`config.mk`:
```
export PLATFORM = sky130hd
export DESIGN_NAME = e203_itcm_ifu_resp
export DESIGN_NICKNAME = d
export VERILOG_FILES = /design/src/rtl/e203_itcm_ifu_resp_pkg.sv /design/src/rtl/e203_itcm_rsp_fifo.sv /design/src/rtl/e203_itcm_ifu_resp.sv
export SDC_FILE = /design/constraint.sdc
export NUM_CORES = 1
export LEC_CHECK = 0
export BUFFER_PORTS_ARGS = -buffer_cell sky130_fd_sc_hd__buf_2
export CORE_ASPECT_RATIO = 1.25
export CORE_MARGIN = 2
export CORE_UTILIZATION = 30
export CTS_CLUSTER_DIAMETER = 30
export DETAILED_ROUTE_END_ITERATION = 16
export PLACE_DENSITY = 0.52
export SETUP_SLACK_MARGIN = 0.5
export SYNTH_ARGS = -nofsm -noshare
export SYNTH_HDL_FRONTEND = slang
export SYNTH_SLANG_ARGS = --single-unit
```
`constraint.sdc`:
```
create_clock -name clk_i -period 4.2 [get_ports clk_i]
set_clock_uncertainty 0.1 [all_clocks]
set_input_delay 0.42 -clock clk_i [delete_from_list [all_inputs] [get_ports clk_i]]
set_output_delay 0.42 -clock clk_i [all_outputs]
set_load 0.05 [all_outputs]
```
`src/rtl/e203_itcm_ifu_resp_pkg.sv`:
```
// Shared constants and helpers for the ITCM IFU response path.
//   ItcmAddrWidth / ItcmDataWidth / ItcmSize : default ITCM geometry.
//   ptr_width() / cnt_width()                : FIFO pointer and occupancy widths.
package e203_itcm_ifu_resp_pkg;

  localparam int unsigned ItcmAddrWidth = 16;
  localparam int unsigned ItcmDataWidth = 64;
  localparam int unsigned ItcmSize      = 65536;
  localparam int unsigned RspDepthDflt  = 2;

  // A single-entry FIFO still needs a 1-bit pointer to keep the vectors legal.
  function automatic int unsigned ptr_width(input int unsigned depth);
    return (depth > 1) ? $clog2(depth) : 1;
  endfunction

  function automatic int unsigned cnt_width(input int unsigned depth);
    return $clog2(depth + 1);
  endfunction

endpackage

```
`src/rtl/e203_itcm_rsp_fifo.sv`:
```
// Synchronous response FIFO with occupancy count.
//   clk_i, rst_i : clock, asynchronous active-high reset (empties the FIFO)
//   push_i       : write wdata_i at the tail (caller guarantees not full)
//   pop_i        : drop the head entry (caller guarantees not empty)
//   rdata_o      : head entry
//   cnt_o        : number of stored entries
module e203_itcm_rsp_fifo
  import e203_itcm_ifu_resp_pkg::*;
#(
  parameter int unsigned Depth = 2,
  parameter int unsigned Width = 65
) (
  input  logic                         clk_i,
  input  logic                         rst_i,
  input  logic                         push_i,
  input  logic [Width-1:0]             wdata_i,
  input  logic                         pop_i,
  output logic [Width-1:0]             rdata_o,
  output logic [cnt_width(Depth)-1:0]  cnt_o
);

  localparam int unsigned PtrW = ptr_width(Depth);
  localparam int unsigned CntW = cnt_width(Depth);
  localparam logic [PtrW-1:0] LastPtr = PtrW'(Depth - 1);

  logic [Width-1:0] mem_q [Depth];
  logic [PtrW-1:0]  wr_ptr_q, wr_ptr_d;
  logic [PtrW-1:0]  rd_ptr_q, rd_ptr_d;
  logic [CntW-1:0]  cnt_q, cnt_d;

  always_comb begin
    wr_ptr_d = wr_ptr_q;
    rd_ptr_d = rd_ptr_q;
    cnt_d    = cnt_q;
    if (push_i) wr_ptr_d = (wr_ptr_q == LastPtr) ? '0 : wr_ptr_q + PtrW'(1);
    if (pop_i)  rd_ptr_d = (rd_ptr_q == LastPtr) ? '0 : rd_ptr_q + PtrW'(1);
    case ({push_i, pop_i})
      2'b10:   cnt_d = cnt_q + CntW'(1);
      2'b01:   cnt_d = cnt_q - CntW'(1);
      default: cnt_d = cnt_q;
    endcase
  end

  always_ff @(posedge clk_i or posedge rst_i) begin
    if (rst_i) begin
      wr_ptr_q <= '0;
      rd_ptr_q <= '0;
      cnt_q    <= '0;
    end else begin
      wr_ptr_q <= wr_ptr_d;
      rd_ptr_q <= rd_ptr_d;
      cnt_q    <= cnt_d;
    end
  end

  // Storage carries no reset; validity is tracked by cnt_q alone.
  always_ff @(posedge clk_i) begin
    if (push_i) mem_q[wr_ptr_q] <= wdata_i;
  end

  assign rdata_o = mem_q[rd_ptr_q];
  assign cnt_o   = cnt_q;

endmodule

```
`src/rtl/e203_itcm_ifu_resp.sv`:
```
// ITCM-side ICB responder for IFU fetches.
//   icb_cmd_*  : IFU read command (valid/ready/addr)
//   icb_rsp_*  : in-order response (valid/ready/err/rdata), 1-cycle latency, buffered on stall
//   ifu_holdup_o : SRAM output still holds the last IFU fetch
//   arb_block_i  : another master owns the SRAM this cycle
//   ram_*        : single-port SRAM read interface (cs/addr out, dout in the next cycle)
module e203_itcm_ifu_resp
  import e203_itcm_ifu_resp_pkg::*;
#(
  parameter int unsigned ADDR_W    = ItcmAddrWidth,
  parameter int unsigned DATA_W    = ItcmDataWidth,
  parameter int unsigned SIZE_B    = ItcmSize,
  parameter int unsigned RSP_DEPTH = RspDepthDflt
) (
  input  logic                                 clk_i,
  input  logic                                 rst_i,
  input  logic                                 icb_cmd_valid_i,
  output logic                                 icb_cmd_ready_o,
  input  logic [ADDR_W-1:0]                    icb_cmd_addr_i,
  output logic                                 icb_rsp_valid_o,
  input  logic                                 icb_rsp_ready_i,
  output logic                                 icb_rsp_err_o,
  output logic [DATA_W-1:0]                    icb_rsp_rdata_o,
  output logic                                 ifu_holdup_o,
  input  logic                                 arb_block_i,
  output logic                                 ram_cs_o,
  output logic [ADDR_W-$clog2(DATA_W/8)-1:0]   ram_addr_o,
  input  logic [DATA_W-1:0]                    ram_dout_i
);

  localparam int unsigned Off  = $clog2(DATA_W / 8);
  localparam int unsigned CntW = cnt_width(RSP_DEPTH);
  localparam logic [ADDR_W:0] SizeLim  = (ADDR_W + 1)'(SIZE_B);
  localparam logic [CntW:0]   DepthLim = (CntW + 1)'(RSP_DEPTH);

  logic              inflight_q, err_q, holdup_q, holdup_d;
  logic [CntW-1:0]   buf_cnt;
  logic [CntW:0]     occ;
  logic [DATA_W:0]   buf_head;
  logic [DATA_W-1:0] new_data;
  logic              accept, in_range, buf_empty, push, pop, hold_set, hold_clr;

  // Occupancy counts the response still in flight so the buffer can never overflow.
  assign occ             = {1'b0, buf_cnt} + {{CntW{1'b0}}, inflight_q};
  assign icb_cmd_ready_o = ~rst_i & ~arb_block_i & (occ < DepthLim);
  assign accept          = icb_cmd_valid_i & icb_cmd_ready_o;
  assign in_range        = {1'b0, icb_cmd_addr_i} < SizeLim;

  assign ram_cs_o   = accept & in_range;
  assign ram_addr_o = icb_cmd_addr_i[ADDR_W-1:Off];

  always_ff @(posedge clk_i or posedge rst_i) begin
    if (rst_i) begin
      inflight_q <= 1'b0;
      err_q      <= 1'b0;
      holdup_q   <= 1'b0;
    end else begin
      inflight_q <= accept;
      err_q      <= accept & ~in_range;
      holdup_q   <= holdup_d;
    end
  end

  // Clear wins over set.
  assign hold_set = ram_cs_o;
  assign hold_clr = arb_block_i | (accept & ~in_range);
  always_comb begin
    holdup_d = holdup_q;
    if (hold_clr)      holdup_d = 1'b0;
    else if (hold_set) holdup_d = 1'b1;
  end
  assign ifu_holdup_o = holdup_q;

  assign new_data  = err_q ? '0 : ram_dout_i;
  assign buf_empty = (buf_cnt == '0);
  // The fresh response bypasses the buffer only if it is empty and the IFU takes it now.
  assign push      = inflight_q & ~(buf_empty & icb_rsp_ready_i);
  assign pop       = ~buf_empty & icb_rsp_ready_i;

  e203_itcm_rsp_fifo #(
    .Depth (RSP_DEPTH),
    .Width (DATA_W + 1)
  ) u_rsp_fifo (
    .clk_i   (clk_i),
    .rst_i   (rst_i),
    .push_i  (push),
    .wdata_i ({err_q, new_data}),
    .pop_i   (pop),
    .rdata_o (buf_head),
    .cnt_o   (buf_cnt)
  );

  always_comb begin
    icb_rsp_valid_o = 1'b0;
    icb_rsp_err_o   = 1'b0;
    icb_rsp_rdata_o = '0;
    if (!buf_empty) begin
      icb_rsp_valid_o = 1'b1;
      icb_rsp_err_o   = buf_head[DATA_W];
      icb_rsp_rdata_o = buf_head[DATA_W-1:0];
    end else if (inflight_q) begin
      icb_rsp_valid_o = 1'b1;
      icb_rsp_err_o   = err_q;
      icb_rsp_rdata_o = new_data;
    end
  end

endmodule

```
; Word level (Yosys, flattened, before mapping)
; Memory sizes are Yosys's and may differ from the RTL's.
; Index checks and enable logic that the tools add are counted.
; Widths: inputs -> output; s select.
[classes]
n_lt_le_gt_ge = 1
n_eq_ne = 2
n_bitwise = 10
add_sub_neg = 5
n_mux = 12
reduce_logical = 3
[op_table]
columns = operator, n
row1 = $mux 64, 2
row2 = $mux 1, 9
row3 = $and 1x1->1, 6
row4 = $not 1->1, 4
row5 = $pmux 2 s2, 1
row6 = $reduce_bool 2->1, 2
row7 = $add 2x1->3, 1
row8 = $lt 3x2->1 const B, 1
row9 = $add 1x1->1 const B, 2
row10 = $add 2x1->2 const B, 1
row11 = $eq 2x1->1 const B, 1
row12 = $eq 2x2->1 const B, 1
row13 = $logic_not 2->1, 1
row14 = $sub 2x1->2 const B, 1
[totals]
ram_bits = 128
memories = 1
reg_bits = 6
inputBits = 85
wordCells = 39
out_inout_bits = 82
[memory_table]
columns = memory, words, width, rd, rd_ports_with_merged_regs, wr, line_no
row1 = u_rsp_fifo.mem_q, 2, 64, 1, 0, 1, e203_itcm_rsp_fifo.sv:26  ; logic [Width-1:0] mem_q [Depth];

; Depth between registers and ports, before layout
[depth]
depth_word = 6
ltp_mapped = 7
mapped_depth_nobuf = 6

; Hierarchy
; From an unflattened synthesis, not the netlist that was laid out.
[hier_totals]
hier_cells = 464
hier_area_um2 = 6316.1
[by_module_without_submodules]
columns = mod, cells_per_inst, seq_area_each_um2, instances, area_each_um2
row1 = e203_itcm_rsp_fifo, 217, 4003.8, 1, 5029.8
row2 = e203_itcm_ifu_resp, 247, 50.0, 1, 1286.2

; Least setup slack after synthesis
; OpenSTA, ideal clock, no wires.
[synth_path]
path_type = reg-to-reg
start = register u_rsp_fifo.cnt_q[0] (netlist: u_rsp_fifo.cnt_o[0])
end = memory u_rsp_fifo.mem_q[0][0] (netlist bit) (enable)
path_stages_with_launch = 5
slack_ns = 0.037
n_path_buf = 1
synth_period_minus_slack_ns = 4.163
t_arrival_ns = 3.577
path_cell_list = dfrtp_1 > nor2_4 > buf_6 > a21bo_2 > nor2_1
[synth_via]
elab_chain_len = 6
[synth_rtl]
columns = element, line_no
row1 = from (decl), e203_itcm_rsp_fifo.sv:29  ; logic [CntW-1:0] cnt_q, cnt_d;
row2 = from (signal assigned), e203_itcm_rsp_fifo.sv:52  ; cnt_q <= cnt_d;
row3 = $logic_not 2->1, e203_itcm_ifu_resp.sv:75  ; assign buf_empty = (buf_cnt == '0);
row4 = $and 1x1->1, e203_itcm_ifu_resp.sv:77  ; assign push = inflight_q & ~(buf_empty & icb_rsp_ready_i);
row5 = $not 1->1, e203_itcm_ifu_resp.sv:77
row6 = $and 1x1->1, e203_itcm_ifu_resp.sv:77
row7 = $mux 1, e203_itcm_rsp_fifo.sv:58  ; if (push_i) mem_q[wr_ptr_q] <= wdata_i;
row8 = $mux 1 (implied by the code), e203_itcm_rsp_fifo.sv:58
row9 = to (decl), e203_itcm_rsp_fifo.sv:26
; Every way passes these cells.

; Worst setup path in the final report
[layout_path]
start = register u_rsp_fifo.rd_ptr_q
end = output icb_rsp_rdata_o[33]
[layout_via]
elab_chain_len = 2
[layout_rtl]
columns = element, line_no
row1 = from (decl), e203_itcm_rsp_fifo.sv:28  ; logic [PtrW-1:0] rd_ptr_q, rd_ptr_d;
row2 = from (signal assigned), e203_itcm_rsp_fifo.sv:51  ; rd_ptr_q <= rd_ptr_d;
row3 = $mem_v2 2x64, n/a
row4 = $mux 64, e203_itcm_ifu_resp.sv:97  ; if (!buf_empty) begin
row5 = to (decl), e203_itcm_ifu_resp.sv:23  ; output logic [DATA_W-1:0] icb_rsp_rdata_o,
; Every way passes these cells.

==> summary.txt <==
Critical path
  • Required @ worst endpoint: 3.68 ns
  • Maximum fanout along the worst path: 52
  • Cell family with most CP delay: flip-flops
  • Crit-path cells: buf_4 -> mux2i_1 -> o21ai_1 -> buf_2
  • Buf/Inv on CP: 2
  • Worst setup EP type: primary output
  • Worst setup SP type: flip-flop
  • Slowest CP cell: dfrtp_4
  • WS Path Type: reg -> out
  • Max incr delay on CP: 1.05 ns
  • CP Data Arrival Time: 2.37 ns

Clock network
  • # H-tree levels: 4
  • Clock sink count: 134
  • Post-CTS setup buffer count: 0
  • Root buffer cell: clkbuf_16
  • TritonCTS clock tree: yes
  • Clock-pin transition on the worst setup and hold timing paths: 0.06 ns
  • Clk Latency, worst-skew pair: 0.40 ns
  • Cts repair resizes: 0
  • Clock Tree Buf Depth: 2
  • CTS buffer count: 17

Placement
  • GP Congestion: 0.667
  • Pre-CTS WS: 1.63 ns
  • Port bufs: 136
  • Cell count after placement: 725
  • Placement Cell Area: 0.00664 mm^2
  • HPWL Detailed: 7010 um

Synthesis
  • Area share of the largest cell type after synthesis: 0.658
  • Sequential-to-total area share from yosys stat: 0.684
  • Post-synth top area cell: edfxtp_1
  • Synthesized Nets: 474
  • Yosys synthesis warning count: 0
  • Cell variety after synth: 26
  • Cell area after synthesis: 0.00584 mm^2
  • Synth area leaders: edfxtp_1, mux2i_1, nand3_1
  • Avg Cell Area, Syn: 15.1 um^2
  • Seq cells post-synth: 134
  • Synth Instances: 388

Floorplan
  • Die area: 0.0206 mm^2
  • Initial Utilization: 0.303
  • Ports: 167
  • Core box area: 0.0193 mm^2
  • Die Y: 160 um
  • Die extent in x: 129 um
  • Rows: 57

Cells and area
  • Post-route cell area: 0.00717 mm^2
  • NumNets Final: 595
  • Layout cells sized above 1: 0.409
  • P&R area growth vs syn: 22.8%
  • Fin cells: 757
  • Final Util: 0.372
  • Ant diodes: 0

Drt
  • Routed WL: 11,900 um
  • Pre-Repair DR Iteration Count: 5
  • Routed len/inst: 15.7 um
  • Routed vias/inst: 4.67
  • ANT nets after route: 0
  • DR vias: 3,537
  • DR iter-0 viols: 110
  • Residual DRC count: 0

Global route
  • Largest net degree at the start of global routing: 82
  • All-layer global routing usage: 0.119
  • First-pass GRT wire length: 18,700 um
  • Remaining Overflow, GRT: 0
  • Vias in the first global route: 3,572
  • Initial antenna violation count: 0

STA
  • PnR worst setup slack: 1.31 ns
  • Tmin final: 2.89 ns
  • Max-slew violations: 0
  • Sum Neg Setup Slack: 0 ns
  • Highest Clock Rate: 346 MHz
  • Min Hold Slack: 0.105 ns
  • Hold Vio Cnt, Final: 0
  • Unrepaired setup endpoints after global routing: false
  • Slew margin rel.: 0.361
  • Tcrit/Tclk final: 0.689
  • Final setup viols: 0
  • Worst slew pin tran: 0.959 ns

Power
  • Internal Power: 2.98 mW
  • Clock share of power: 0.244
  • Max IR drop VDD: 0.000508 V
  • Pwr Total: 5.42 mW
  • Pleak: 2.69 nW
  • Pwr dens: 757 mW/mm^2
  • Sequential share of power: 0.322
  • Sw Pwr: 2.45 mW
  • Switching part of the total power: 0.451
  • Logic pwr share: 0.433

Outcome
  • Status: completed

Job
  • Max-Cap Viols: 0

Min path
  • Hold WC Path Type: in -> reg
Yosys cell counts:
cell type / number
edfxtp_1: 128
mux2i_1: 64
nand3_1: 48
o21ai_1: 32
o21ai_2: 19
buf_4: 16
nand3_2: 16
buf_2: 15
o21ai_0: 13
dfrtp_1: 6
buf_1: 4
buf_6: 4
clkbuf_1: 3
inv_1: 3
nor2_1: 3
xnor2_1: 3
xor2_1: 2
a2111oi_2: 1
a21bo_2: 1
a21o_1: 1
and2_1: 1
conb_1: 1
ha_1: 1
nor2_4: 1
nor2b_2: 1
or3_1: 1
flip-flops by register name (all words and copies together), names as in the netlist:
| register | cells |
|---|---|
| inflight_q | 1 |
| u_rsp_fifo.wr_ptr_q | 1 |
| ifu_holdup_o | 1 |
| u_rsp_fifo.mem_q | 128 |
| u_rsp_fifo.rd_ptr_q | 1 |
| u_rsp_fifo.cnt_o | 2 |
cell families after synthesis:
group	synth area share
flip-flops	0.684
AND/OR/NAND/NOR	0.0761
AO/OA/AOI/OAI	0.0726
XOR/XNOR	0.00750
buffers and inverters	0.0476
other	0.000642
multiplexers	0.110
adder cells (fa/ha/maj)	0.00214
placed cells by master, fill, tap and decap left out, types with 2 or more instances in the layout:
cell type / netlist / final
inv_1: 3 / 3
xor2_1: 2 / 2
xnor2_1: 3 / 3
mux2i_1: 64 / 64
o21ai_0: 13 / 13
dfrtp_1: 6 / 4
clkbuf_16: 0 / 17
nand3_2: 16 / 16
clkinvlp_4: 0 / 2
o21ai_1: 32 / 32
clkinv_2: 0 / 6
clkbuf_1: 3 / 4
nand3_1: 48 / 48
nor2_4: 1 / 3
buf_2: 15 / 136
edfxtp_1: 128 / 128
o21ai_2: 19 / 19
buf_4: 16 / 6
power groups by stage:
stage / clock network, mW / logic (mW) / registers (mW)
after floorplan: 0 / 2.06 / 1.64
after global placement: 0 / 2.37 / 1.78
after detailed placement: 0 / 2.38 / 1.79
after CTS: 1.37 / 2.38 / 1.76
after global routing: 1.44 / 2.48 / 1.77
final: 1.33 / 2.35 / 1.75
cell type report:
class	instances	area, um^2
Sequential cell	134	4000
Tap cell	236	295
Inverter	3	11.3
Clock inverter	10	83.8
Multi-Input combinational cell	209	1580
Fill cell	1900	12100
Timing Repair Buffer	144	756
Clock buffer	21	440
worst paths after layout:
| path | start | endpoint | slack (ns) | depth (start not counted) |
|---|---|---|---|---|
| min in group asynchronous | rst_i | ifu_holdup_o | 0.39 | 3 |
| worst max-delay path | u_rsp_fifo.rd_ptr_q | icb_rsp_rdata_o[33] | 1.31 | 4 |
| max in group asynchronous | rst_i | u_rsp_fifo.rd_ptr_q | 3.40 | 3 |
| worst min-delay path | ram_dout_i[28] | u_rsp_fifo.mem_q[0][28] | 0.11 | 1 |
| worst max register to register | inflight_q | u_rsp_fifo.mem_q[0][55] | 1.69 | 3 |
| worst min register to register | ifu_holdup_o | ifu_holdup_o | 0.39 | 1 |
metal layers:
metal  vias to the layer above  global-route usage  part of all wire
li1                       1712                   -                 -
met1                      1716               0.139              0.41
met2                       101               0.201              0.52
met3                         8              0.0409             0.059
met4                         0              0.0464            0.0072
met5                         -                   0                 0
repair_timing:
item,CTS,global route
hold buffers,1,0
endpoints found under the hold margin,6,0
setup endpoints to repair,0,0
Power figures use the tool's default switching activity.
